==> src/rtl/f_axi_pkg.sv <==
// rtl/f_axi_pkg.sv - shared AXI property-block types and width helpers
// Purpose: response codes and counter-width functions shared by the
// AXI4-lite master-port and slave-port property blocks.
package f_axi_pkg;

  typedef enum logic [1:0] {
    OKAY   = 2'b00,
    EXOKAY = 2'b01,
    SLVERR = 2'b10,
    DECERR = 2'b11
  } axi_resp_e;

  // Width of an outstanding-transaction counter for a given channel limit.
  function automatic int f_cw(input int outstand_max);
    return (outstand_max <= 2) ? 1 : $clog2(outstand_max);
  endfunction

  // Width needed to hold the value max_val (at least one bit, so a
  // disabled check of limit 0 still has a legal vector).
  function automatic int f_cnt_w(input int max_val);
    return (max_val <= 1) ? 1 : $clog2(max_val + 1);
  endfunction

endpackage

==> src/rtl/f_axil_slave_if.sv <==
// rtl/f_axil_slave_if.sv - AXI4-lite bus bundle for the slave-port property block
// Purpose: groups the five AXI4-lite channels.
// Modports:
//   master - drives requests, bready/rready
//   slave  - drives readies and responses
//   mon    - observes every signal (used by the property block)
interface f_axil_slave_if #(
  parameter int DATA_WIDTH = 32,
  parameter int ADDR_WIDTH = 32,
  parameter int STRB_WIDTH = DATA_WIDTH / 8
);

  logic [ADDR_WIDTH-1:0] awaddr;
  logic [2:0]            awprot;
  logic                  awvalid;
  logic                  awready;
  logic [DATA_WIDTH-1:0] wdata;
  logic [STRB_WIDTH-1:0] wstrb;
  logic                  wvalid;
  logic                  wready;
  logic [1:0]            bresp;
  logic                  bvalid;
  logic                  bready;
  logic [ADDR_WIDTH-1:0] araddr;
  logic [2:0]            arprot;
  logic                  arvalid;
  logic                  arready;
  logic [DATA_WIDTH-1:0] rdata;
  logic [1:0]            rresp;
  logic                  rvalid;
  logic                  rready;

  modport master (
    output awaddr, awprot, awvalid, input awready,
    output wdata, wstrb, wvalid, input wready,
    input bresp, bvalid, output bready,
    output araddr, arprot, arvalid, input arready,
    input rdata, rresp, rvalid, output rready
  );

  modport slave (
    input awaddr, awprot, awvalid, output awready,
    input wdata, wstrb, wvalid, output wready,
    output bresp, bvalid, input bready,
    input araddr, arprot, arvalid, output arready,
    output rdata, rresp, rvalid, input rready
  );

  modport mon (
    input awaddr, awprot, awvalid, awready,
    input wdata, wstrb, wvalid, wready,
    input bresp, bvalid, bready,
    input araddr, arprot, arvalid, arready,
    input rdata, rresp, rvalid, rready
  );

endinterface

==> src/rtl/f_axil_chan_stable.sv <==
// rtl/f_axil_chan_stable.sv - valid/payload stability and stall checker for one channel
// Purpose: flags a valid or payload that changes while stalled, and counts
// consecutive valid&&!ready cycles against MAX_STALL.
// Ports:
//   clk, rst        clock, synchronous active-low reset
//   past_ok_i       previous cycle exists and was out of reset
//   valid_i/ready_i channel handshake
//   payload_i       channel payload that must stay stable while stalled
//   stable_fail_o   stability rule broken this cycle
//   stall_fail_o    stall has lasted MAX_STALL cycles
// AS_ASSERT=1: the sender is the slave, so stability is asserted and the
// stall limit (on the master's ready) is assumed; AS_ASSERT=0 is the reverse.
module f_axil_chan_stable
  import f_axi_pkg::*;
#(
  parameter int PAYLOAD_WIDTH = 1,
  parameter bit AS_ASSERT     = 1'b0,
  parameter int MAX_STALL     = 0,
  parameter bit F_ASSERT_EN   = 1'b1
) (
  input  logic                     clk,
  input  logic                     rst,
  input  logic                     past_ok_i,
  input  logic                     valid_i,
  input  logic                     ready_i,
  input  logic [PAYLOAD_WIDTH-1:0] payload_i,
  output logic                     stable_fail_o,
  output logic                     stall_fail_o
);

  localparam int SW = f_cnt_w(MAX_STALL);

  logic                     valid_q;
  logic                     ready_q;
  logic [PAYLOAD_WIDTH-1:0] payload_q;
  logic [SW-1:0]            stall_q;
  logic [SW-1:0]            stall_d;

  // Saturates at MAX_STALL; a limit of 0 keeps the counter pinned at 0.
  always_comb begin
    stall_d = '0;
    if (valid_i && !ready_i) begin
      stall_d = (stall_q == SW'(MAX_STALL)) ? stall_q : stall_q + 1'b1;
    end
  end

  always_ff @(posedge clk) begin
    if (!rst) begin
      valid_q   <= 1'b0;
      ready_q   <= 1'b0;
      payload_q <= '0;
      stall_q   <= '0;
    end else begin
      valid_q   <= valid_i;
      ready_q   <= ready_i;
      payload_q <= payload_i;
      stall_q   <= stall_d;
    end
  end

  // A reset in the current cycle legitimately drops a stalled valid.
  assign stable_fail_o = past_ok_i && rst && valid_q && !ready_q &&
                         (!valid_i || (payload_i != payload_q));
  assign stall_fail_o  = (MAX_STALL > 0) && (stall_q >= SW'(MAX_STALL));

  if (F_ASSERT_EN && AS_ASSERT) begin : g_resp_chan
    always_ff @(posedge clk) begin
      a_stable: assert (!stable_fail_o);
      m_stall:  assume (!stall_fail_o);
    end
  end else if (F_ASSERT_EN) begin : g_req_chan
    always_ff @(posedge clk) begin
      m_stable: assume (!stable_fail_o);
      a_stall:  assert (!stall_fail_o);
    end
  end

endmodule

==> src/rtl/f_axil_slave.sv <==
// rtl/f_axil_slave.sv - AXI4-lite slave-port property block
// Purpose: constrains master-driven signals, asserts slave-driven signals,
// and exports outstanding AR/AW/W counts for induction.
// Ports:
//   clk, rst                   clock, synchronous active-low reset
//   s_axil                     observed AXI4-lite bus (mon modport)
//   f_axil_s_ar_outstanding    reads accepted, no R yet
//   f_axil_s_aw_outstanding    write addresses accepted, no B yet
//   f_axil_s_w_outstanding     write data accepted, no B yet
// F_ASSERT_EN=0 elaborates the checks as flags only (f_assert_fail,
// f_assume_fail) without assert/assume statements.
module f_axil_slave
  import f_axi_pkg::*;
#(
  parameter int DATA_WIDTH     = 32,
  parameter int ADDR_WIDTH     = 32,
  parameter int STRB_WIDTH     = DATA_WIDTH / 8,
  parameter int OUTSTAND_MAX   = 64,
  parameter int MAX_STALL      = 0,
  parameter int MAX_RESP_DELAY = 0,
  parameter bit F_ASSERT_EN    = 1'b1
) (
  input  logic                          clk,
  input  logic                          rst,
  f_axil_slave_if.mon                   s_axil,
  output logic [f_cw(OUTSTAND_MAX)-1:0] f_axil_s_ar_outstanding,
  output logic [f_cw(OUTSTAND_MAX)-1:0] f_axil_s_aw_outstanding,
  output logic [f_cw(OUTSTAND_MAX)-1:0] f_axil_s_w_outstanding
);

  localparam int            CW        = f_cw(OUTSTAND_MAX);
  localparam int            DLW       = f_cnt_w(MAX_RESP_DELAY);
  localparam logic [CW-1:0] CNT_LIMIT = CW'(OUTSTAND_MAX - 1);

  // Deliberately not reset: they describe the trace history itself.
  logic f_past_valid_q = 1'b0;
  logic past_rst_q     = 1'b0;
  logic past_ok;

  logic ar_hs, r_hs, aw_hs, w_hs, b_hs;
  logic [CW-1:0]  ar_q, ar_d, aw_q, aw_d, w_q, w_d;
  logic [DLW-1:0] rd_dly_q, rd_dly_d, wr_dly_q, wr_dly_d;
  logic rd_wait, wr_wait;

  logic f_b_early, f_r_early, f_post_rst, f_rd_dly, f_wr_dly;
  logic f_req_in_rst, f_ovf;
  logic aw_stable_fail, aw_stall_fail, w_stable_fail, w_stall_fail;
  logic ar_stable_fail, ar_stall_fail, b_stable_fail, b_stall_fail;
  logic r_stable_fail, r_stall_fail;
  logic f_assert_fail, f_assume_fail;

  always_ff @(posedge clk) begin
    f_past_valid_q <= 1'b1;
    past_rst_q     <= rst;
  end

  assign past_ok = f_past_valid_q && past_rst_q;

  assign ar_hs = s_axil.arvalid && s_axil.arready;
  assign r_hs  = s_axil.rvalid  && s_axil.rready;
  assign aw_hs = s_axil.awvalid && s_axil.awready;
  assign w_hs  = s_axil.wvalid  && s_axil.wready;
  assign b_hs  = s_axil.bvalid  && s_axil.bready;

  assign rd_wait = (ar_q != '0) && !s_axil.rvalid;
  assign wr_wait = (aw_q != '0) && (w_q != '0) && !s_axil.bvalid;

  // Counters clamp at both ends so an illegal response cannot wrap them.
  always_comb begin
    ar_d = ar_q;
    if (ar_hs && !r_hs && ar_q != '1)      ar_d = ar_q + 1'b1;
    else if (r_hs && !ar_hs && ar_q != '0) ar_d = ar_q - 1'b1;

    aw_d = aw_q;
    if (aw_hs && !b_hs && aw_q != '1)      aw_d = aw_q + 1'b1;
    else if (b_hs && !aw_hs && aw_q != '0) aw_d = aw_q - 1'b1;

    w_d = w_q;
    if (w_hs && !b_hs && w_q != '1)        w_d = w_q + 1'b1;
    else if (b_hs && !w_hs && w_q != '0)   w_d = w_q - 1'b1;

    rd_dly_d = '0;
    if (rd_wait) begin
      rd_dly_d = (rd_dly_q == DLW'(MAX_RESP_DELAY)) ? rd_dly_q : rd_dly_q + 1'b1;
    end
    wr_dly_d = '0;
    if (wr_wait) begin
      wr_dly_d = (wr_dly_q == DLW'(MAX_RESP_DELAY)) ? wr_dly_q : wr_dly_q + 1'b1;
    end
  end

  always_ff @(posedge clk) begin
    if (!rst) begin
      ar_q     <= '0;
      aw_q     <= '0;
      w_q      <= '0;
      rd_dly_q <= '0;
      wr_dly_q <= '0;
    end else begin
      ar_q     <= ar_d;
      aw_q     <= aw_d;
      w_q      <= w_d;
      rd_dly_q <= rd_dly_d;
      wr_dly_q <= wr_dly_d;
    end
  end

  assign f_axil_s_ar_outstanding = ar_q;
  assign f_axil_s_aw_outstanding = aw_q;
  assign f_axil_s_w_outstanding  = w_q;

  // Slave-side rules; only registered counts count, so an AW/W
  // handshake in the same cycle as bvalid does not make it legal.
  assign f_b_early  = rst && s_axil.bvalid && (aw_q == '0 || w_q == '0);
  assign f_r_early  = rst && s_axil.rvalid && (ar_q == '0);
  assign f_post_rst = f_past_valid_q && !past_rst_q && (s_axil.bvalid || s_axil.rvalid);
  assign f_rd_dly   = (MAX_RESP_DELAY > 0) && (rd_dly_q >= DLW'(MAX_RESP_DELAY));
  assign f_wr_dly   = (MAX_RESP_DELAY > 0) && (wr_dly_q >= DLW'(MAX_RESP_DELAY));

  // Master-side rules.
  assign f_req_in_rst = (!rst || !past_rst_q) &&
                        (s_axil.awvalid || s_axil.wvalid || s_axil.arvalid);
  assign f_ovf = rst && ((ar_hs && ar_q >= CNT_LIMIT) ||
                         (aw_hs && aw_q >= CNT_LIMIT) ||
                         (w_hs  && w_q  >= CNT_LIMIT));

  f_axil_chan_stable #(.PAYLOAD_WIDTH(ADDR_WIDTH + 3), .AS_ASSERT(1'b0),
    .MAX_STALL(MAX_STALL), .F_ASSERT_EN(F_ASSERT_EN)) u_aw (
    .clk(clk), .rst(rst), .past_ok_i(past_ok),
    .valid_i(s_axil.awvalid), .ready_i(s_axil.awready),
    .payload_i({s_axil.awaddr, s_axil.awprot}),
    .stable_fail_o(aw_stable_fail), .stall_fail_o(aw_stall_fail));

  f_axil_chan_stable #(.PAYLOAD_WIDTH(DATA_WIDTH + STRB_WIDTH), .AS_ASSERT(1'b0),
    .MAX_STALL(MAX_STALL), .F_ASSERT_EN(F_ASSERT_EN)) u_w (
    .clk(clk), .rst(rst), .past_ok_i(past_ok),
    .valid_i(s_axil.wvalid), .ready_i(s_axil.wready),
    .payload_i({s_axil.wdata, s_axil.wstrb}),
    .stable_fail_o(w_stable_fail), .stall_fail_o(w_stall_fail));

  f_axil_chan_stable #(.PAYLOAD_WIDTH(ADDR_WIDTH + 3), .AS_ASSERT(1'b0),
    .MAX_STALL(MAX_STALL), .F_ASSERT_EN(F_ASSERT_EN)) u_ar (
    .clk(clk), .rst(rst), .past_ok_i(past_ok),
    .valid_i(s_axil.arvalid), .ready_i(s_axil.arready),
    .payload_i({s_axil.araddr, s_axil.arprot}),
    .stable_fail_o(ar_stable_fail), .stall_fail_o(ar_stall_fail));

  f_axil_chan_stable #(.PAYLOAD_WIDTH(2), .AS_ASSERT(1'b1),
    .MAX_STALL(MAX_STALL), .F_ASSERT_EN(F_ASSERT_EN)) u_b (
    .clk(clk), .rst(rst), .past_ok_i(past_ok),
    .valid_i(s_axil.bvalid), .ready_i(s_axil.bready),
    .payload_i(s_axil.bresp),
    .stable_fail_o(b_stable_fail), .stall_fail_o(b_stall_fail));

  f_axil_chan_stable #(.PAYLOAD_WIDTH(DATA_WIDTH + 2), .AS_ASSERT(1'b1),
    .MAX_STALL(MAX_STALL), .F_ASSERT_EN(F_ASSERT_EN)) u_r (
    .clk(clk), .rst(rst), .past_ok_i(past_ok),
    .valid_i(s_axil.rvalid), .ready_i(s_axil.rready),
    .payload_i({s_axil.rdata, s_axil.rresp}),
    .stable_fail_o(r_stable_fail), .stall_fail_o(r_stall_fail));

  assign f_assert_fail = f_b_early || f_r_early || f_post_rst || f_rd_dly || f_wr_dly ||
                         b_stable_fail || r_stable_fail ||
                         aw_stall_fail || w_stall_fail || ar_stall_fail;
  assign f_assume_fail = f_req_in_rst || f_ovf ||
                         aw_stable_fail || w_stable_fail || ar_stable_fail ||
                         b_stall_fail || r_stall_fail;

  if (F_ASSERT_EN) begin : g_sva
    always_ff @(posedge clk) begin
      a_bvalid_early: assert (!f_b_early);
      a_rvalid_early: assert (!f_r_early);
      a_resp_post_rst: assert (!f_post_rst);
      a_rd_delay: assert (!f_rd_dly);
      a_wr_delay: assert (!f_wr_dly);
      m_req_in_rst: assume (!f_req_in_rst);
      m_no_overflow: assume (!f_ovf);
    end
    c_read_done:  cover property (@(posedge clk) rst && r_hs);
    c_write_done: cover property (@(posedge clk) rst && b_hs);
    c_rd_wr_both: cover property (@(posedge clk) rst && ar_q != '0 && aw_q != '0 && w_q != '0);
    c_aw_two:     cover property (@(posedge clk) rst && aw_q == CW'(2));
  end

endmodule
==> src/flat_wrapper.sv <==
// flat-port wrapper written by rule: the top's interface ports become plain ports
module f_axil_slave_flat import f_axi_pkg::*;
#(
  parameter int DATA_WIDTH     = 32,
  parameter int ADDR_WIDTH     = 32,
  parameter int STRB_WIDTH     = DATA_WIDTH / 8,
  parameter int OUTSTAND_MAX   = 64,
  parameter int MAX_STALL      = 0,
  parameter int MAX_RESP_DELAY = 0,
  parameter bit F_ASSERT_EN    = 1'b1
)
  (clk, rst, f_axil_s_ar_outstanding, f_axil_s_aw_outstanding, f_axil_s_w_outstanding, s_axil_awaddr, s_axil_awprot, s_axil_awvalid, s_axil_awready, s_axil_wdata, s_axil_wstrb, s_axil_wvalid, s_axil_wready, s_axil_bresp, s_axil_bvalid, s_axil_bready, s_axil_araddr, s_axil_arprot, s_axil_arvalid, s_axil_arready, s_axil_rdata, s_axil_rresp, s_axil_rvalid, s_axil_rready);
  f_axil_slave_if #(.DATA_WIDTH(DATA_WIDTH), .ADDR_WIDTH(ADDR_WIDTH), .STRB_WIDTH(STRB_WIDTH)) s_axil_i ();
  input  logic clk;
  input  logic rst;
  output logic [f_cw(OUTSTAND_MAX)-1:0] f_axil_s_ar_outstanding;
  output logic [f_cw(OUTSTAND_MAX)-1:0] f_axil_s_aw_outstanding;
  output logic [f_cw(OUTSTAND_MAX)-1:0] f_axil_s_w_outstanding;
  input wire logic [$bits(s_axil_i.awaddr)-1:0] s_axil_awaddr;
  input wire logic [$bits(s_axil_i.awprot)-1:0] s_axil_awprot;
  input wire logic [$bits(s_axil_i.awvalid)-1:0] s_axil_awvalid;
  input wire logic [$bits(s_axil_i.awready)-1:0] s_axil_awready;
  input wire logic [$bits(s_axil_i.wdata)-1:0] s_axil_wdata;
  input wire logic [$bits(s_axil_i.wstrb)-1:0] s_axil_wstrb;
  input wire logic [$bits(s_axil_i.wvalid)-1:0] s_axil_wvalid;
  input wire logic [$bits(s_axil_i.wready)-1:0] s_axil_wready;
  input wire logic [$bits(s_axil_i.bresp)-1:0] s_axil_bresp;
  input wire logic [$bits(s_axil_i.bvalid)-1:0] s_axil_bvalid;
  input wire logic [$bits(s_axil_i.bready)-1:0] s_axil_bready;
  input wire logic [$bits(s_axil_i.araddr)-1:0] s_axil_araddr;
  input wire logic [$bits(s_axil_i.arprot)-1:0] s_axil_arprot;
  input wire logic [$bits(s_axil_i.arvalid)-1:0] s_axil_arvalid;
  input wire logic [$bits(s_axil_i.arready)-1:0] s_axil_arready;
  input wire logic [$bits(s_axil_i.rdata)-1:0] s_axil_rdata;
  input wire logic [$bits(s_axil_i.rresp)-1:0] s_axil_rresp;
  input wire logic [$bits(s_axil_i.rvalid)-1:0] s_axil_rvalid;
  input wire logic [$bits(s_axil_i.rready)-1:0] s_axil_rready;
  assign s_axil_i.awaddr = s_axil_awaddr;
  assign s_axil_i.awprot = s_axil_awprot;
  assign s_axil_i.awvalid = s_axil_awvalid;
  assign s_axil_i.awready = s_axil_awready;
  assign s_axil_i.wdata = s_axil_wdata;
  assign s_axil_i.wstrb = s_axil_wstrb;
  assign s_axil_i.wvalid = s_axil_wvalid;
  assign s_axil_i.wready = s_axil_wready;
  assign s_axil_i.bresp = s_axil_bresp;
  assign s_axil_i.bvalid = s_axil_bvalid;
  assign s_axil_i.bready = s_axil_bready;
  assign s_axil_i.araddr = s_axil_araddr;
  assign s_axil_i.arprot = s_axil_arprot;
  assign s_axil_i.arvalid = s_axil_arvalid;
  assign s_axil_i.arready = s_axil_arready;
  assign s_axil_i.rdata = s_axil_rdata;
  assign s_axil_i.rresp = s_axil_rresp;
  assign s_axil_i.rvalid = s_axil_rvalid;
  assign s_axil_i.rready = s_axil_rready;
  f_axil_slave #(.DATA_WIDTH(DATA_WIDTH), .ADDR_WIDTH(ADDR_WIDTH), .STRB_WIDTH(STRB_WIDTH), .OUTSTAND_MAX(OUTSTAND_MAX), .MAX_STALL(MAX_STALL), .MAX_RESP_DELAY(MAX_RESP_DELAY), .F_ASSERT_EN(F_ASSERT_EN)) u_core (.clk(clk), .rst(rst), .s_axil(s_axil_i), .f_axil_s_ar_outstanding(f_axil_s_ar_outstanding), .f_axil_s_aw_outstanding(f_axil_s_aw_outstanding), .f_axil_s_w_outstanding(f_axil_s_w_outstanding));
endmodule
==> config.mk <==
export PLATFORM = sky130hd
export DESIGN_NAME = f_axil_slave_flat
export DESIGN_NICKNAME = d
export VERILOG_FILES = /design/src/rtl/f_axi_pkg.sv /design/src/rtl/f_axil_slave_if.sv /design/src/rtl/f_axil_chan_stable.sv /design/src/rtl/f_axil_slave.sv /design/src/flat_wrapper.sv
export SDC_FILE = /design/constraint.sdc
export NUM_CORES = 1
export LEC_CHECK = 0
export ABC_AREA = 0
export CAP_MARGIN = 40
export CORE_ASPECT_RATIO = 1.2
export CORE_UTILIZATION = 27
export DETAILED_ROUTE_END_ITERATION = 7
export GPL_TIMING_DRIVEN = 0
export HOLD_SLACK_MARGIN = 0.15
export PLACE_DENSITY = 0.85
export SETUP_SLACK_MARGIN = 0.05
export SYNTH_ARGS = -nofsm -noshare
export SYNTH_HDL_FRONTEND = slang
export SYNTH_SLANG_ARGS = --single-unit
==> constraint.sdc <==
create_clock -name clk -period 3.5 [get_ports clk]
set_clock_uncertainty 0.15 [all_clocks]
set_input_delay 0.525 -clock clk [delete_from_list [all_inputs] [get_ports clk]]
set_output_delay 0.525 -clock clk [all_outputs]
set_load 0.1 [all_outputs]
==> results by stage <==
Finish:
- The final standard cell count with taps included and fillers excluded is 280.
- The area growth from synthesis to layout is 47.6%.
- The number of antenna repair diodes is 0.
- The cell area after layout is 2150 um^2.
- The fraction of final layout cells with drive strength greater than 1 is 14.5%.
- The number of inserted filler cells in the final layout is 486.
- The number of nets in the final layout is 390.

Global route:
- The largest net degree at the start of global routing is 13.
- The number of global-route vias before repair was 1,520.
- The first global-routing pass estimated 6510 um of wire.
- The number of antenna violations at the first check in global routing is 0.
- After global routing the overflow that remains totals 0.
- Global routing used 13.8% of the available tracks.

Floorplan:
- In this run the core area contains 28 standard-cell rows.
- The core box area is 5040 um^2.
- The die outline height is 82.4 um.
- The overall die width is 69.0 um.
- The effective utilization at floorplan is 28.8%.
- During I/O placement, the number of pins put on the boundary was 172.
- The total die area is 5690 um^2.

Route:
- Using the TritonRoute via totals, the vias-per-cell ratio works out to 5.71.
- The routed layout has 1,598 vias.
- The wire length on met2 is 1870 um.
- The first detailed-routing pass took 4 iterations.
- The met1 wire length is 1650 um.
- In the routed design, unresolved DRC markers number 0.
- The detail-routed net length per standard cell is 13.4 um.
- The detailed router used layers up to and including met4.
- The total length of routed wires is 3770 um.
- The count of routing violations after the opening detailed-route iteration is 78.
- The count of nets left with antenna violations once routing finished came out at 0.
- The met3 layer wire length in the routed design is 203 um.

STA:
- The setup TNS is 0 ns.
- Setup violations remaining at the end of the flow were counted as 0.
- The number of hold violations in the final report came to 0.
- The time the worst path needs with I/O delays and setup is 3.00 ns.
- Setup repair after global routing left no endpoint under its margin.
- Timing would allow up to 334 MHz.
- In this run the tightest slew margin relative to its limit is 48.9%.
- The count of pins over their slew limit is 0.
- The final cycle utilization of the critical path is 85.6%.
- The measured slew at the worst slew-check pin is 0.761 ns.

Min path:
- The startpoint identified for the worst hold timing path is u_core.f_axil_s_w_outstanding[4].
- The worst hold path cell count is 2.
- The path class of the lowest-slack min-delay path is register to register.
- The worst hold endpoint is u_core.f_axil_s_w_outstanding[4].

Critical path:
- On the worst path, the slowest cell contributes a delay of 0.44 ns.
- The endpoint identified for the worst register-to-register timing path is u_core.f_axil_s_w_outstanding[5].
- The worst-case register-to-register setup slack is 0.67 ns.
- The required time at the endpoint of the critical path is 3.55 ns.
- For the worst flop-to-flop path, the logic depth is 8.
- The maximum fanout along the worst path is 12.
- The arrival time of the worst setup path is 3.04 ns.
- The critical path goes through clkdlybuf4s50_1 -> and2_1 -> o311a_1 -> inv_2 -> ha_1 -> a211o_1 -> a211o_1 -> a2111o_1 -> nand4_1.
- In this run the critical register-to-register path is launched from u_core.f_axil_s_w_outstanding[0].
- The nature of the critical path endpoint is a register.
- The largest individual stage delay along the critical path comes from the cell clkdlybuf4s50_1.
- The most numerous cell type found on the critical path is a211o_1.
- The critical path in this run is classified as input pin to register.
- STA classifies the critical path startpoint as an input pin.

Yosys:
- The commonest cells after synthesis are 18 x dfxtp_1, 15 x nand2_1, 12 x ha_1.
- After synthesis the cells add up to 1460 um^2.
- The flip-flop and latch count after synthesis is 18.
- The prevailing post-synth register cell is dfxtp_1.
- The net count of the mapped netlist is 339.
- Yosys printed 0 warnings.
- Each instance of the synthesized netlist takes up on average 8.56 um^2.
- The cell count after synthesis came out at 170.
- Of all flip-flops after synthesis, the portion carrying an async set or reset was 0%.
- By area the synthesized netlist is led by dfxtp_1 25%, ha_1 10%, a211o_1 5.4%.
- Yosys mapped a number of flops with a built-in enable equal to 0.
- The number of different library cells in the post-synthesis netlist is 38.
- The most frequent cell after synthesis is dfxtp_1.
- The sequential fraction of the synthesis area is 24.8%.
- Summed over its instances, the top area cell type makes up 24.8% of the synthesized netlist area.
- The biggest area consumer among synthesized cells is dfxtp_1.

CTS:
- TritonCTS built the clock tree.
- Counting every sink on the clock net gives 18.
- The clock transition time at the flip-flop clock pins of the worst setup and hold paths is 0.07 ns.
- CTS built an H-tree with a depth of 1.
- The number of buffers added by the clock tree synthesis step is 3.
- In this run the post-CTS setup repair buffer count came out at 0.
- The number of buffers inserted for hold repair after clock tree synthesis is 0.
- The buffer cell driving the clock tree root is clkbuf_8.
- Post-CTS repair changed the size of 0 cells.
- Clock latency on the worst-skew pair, taken at its later pin, is 0.26 ns.
- In this run the deepest clock path goes through 2 buffers.

Placement:
- Detailed placement finished with a half-perimeter wire length of 2950 um.
- The routability-driven placement congestion ratio is 0.812.
- Port buffering added 28 buffers.
- In this run the cell area measured after placement is 2090 um^2.
- The instance count after placement with tap cells included is 276.

Flow run:
- Max-cap violations in this run came to 0.

Power:
- The power density normalized to cell area is 622 nW/um^2.
- The worst IR drop on VDD is 0.336 mV.
- For this design the static power due to leakage is 0.000857 uW.

Run status:
- The run finished with clean final reports.
## cells in the final DEF (no fill, tap or decap), types with 9 or more instances in the layout
master           count
dfxtp_1             18
ha_1                12
a21oi_1             11
buf_8               17
nand2_1             15
clkdlybuf4s50_1     28
nand4_1              9
nor2_1               9
a211o_1              9
nor3_1              10
## worst max path at each step
stage                                           start                                 to  slack, ns  depth (start not counted)
CTS                                     s_axil_wvalid   u_core.f_axil_s_w_outstanding[5]       0.50                          9
floorplan           u_core.f_axil_s_ar_outstanding[0]  u_core.f_axil_s_ar_outstanding[5]       0.20                          7
global placement                        s_axil_wvalid   u_core.f_axil_s_w_outstanding[5]       0.30                          9
finish                                  s_axil_wvalid   u_core.f_axil_s_w_outstanding[5]       0.50                          9
global route                            s_axil_wready   u_core.f_axil_s_w_outstanding[5]       0.37                          9
detailed placement                      s_axil_wvalid   u_core.f_axil_s_w_outstanding[5]       0.23                          9
## sequential cells by signal, summed over array words and instances, names as in the netlist
name	flops
u_core.f_axil_s_aw_outstanding	6
u_core.f_axil_s_w_outstanding	6
u_core.f_axil_s_ar_outstanding	6
## logic make-up after synthesis
| logic type | synth area share, % |
|---|---|
| flip-flops | 24.8 |
| adder cells (fa/ha/maj) | 14.4 |
| AO/OA/AOI/OAI | 32.9 |
| XOR/XNOR | 3.01 |
| AND/OR/NAND/NOR | 22.8 |
| buffers and inverters | 2.06 |
## layer usage
| layer | up-vias | global-route usage [%] |
|---|---|---|
| li1 | 770 | - |
| met1 | 778 | 16.6 |
| met2 | 44 | 25.3 |
| met3 | 6 | 2.43 |
| met4 | 0 | 3.88 |
| met5 | - | 0 |
## cell type report
| class | count | area [um^2] | area share (%) |
|---|---|---|---|
| repair buffers | 46 | 563 | 26.2 |
| plain buffers | 2 | 7.51 | 0.349 |
| inverters | 6 | 22.5 | 1.05 |
| multi-input cells | 144 | 1060 | 49.6 |
| flip-flops and latches | 18 | 360 | 16.8 |
| clock buffers | 4 | 55.1 | 2.56 |
| well taps | 60 | 75.1 | 3.49 |
## report_power, final
part / switching, uW / internal, uW / leakage (uW) / total, uW
Combinational: 514 / 343 / 0.000680 / 857
Clock: 74.1 / 100 / 0.0000288 / 174
Sequential: 60.7 / 244 / 0.000148 / 305
## critical path: cells and delay by family
| family | cells | cell delay, ns |
|---|---|---|
| buffers and inverters | 2 | 0.60 |
| AND/OR/NAND/NOR | 2 | 0.27 |
| adder cells (fa/ha/maj) | 1 | 0.31 |
| AO/OA/AOI/OAI | 4 | 1.33 |
## per-stage QoR
| step | total power [uW] | setup slack, ns | util [%] | hold slack, ns |
|---|---|---|---|---|
| after floorplan | 874 | 0.201 | - | 0.738 |
| after global routing | 1410 | 0.367 | 42.6 | 0.407 |
| after detailed placement | 1160 | 0.235 | 41.5 | 0.368 |
| after CTS | 1340 | 0.503 | 42.6 | 0.380 |
| after global placement | 1010 | 0.297 | 35.9 | 0.353 |
| final | 1340 | 0.504 | 42.6 | 0.380 |
(Power assumes the default switching activity.)
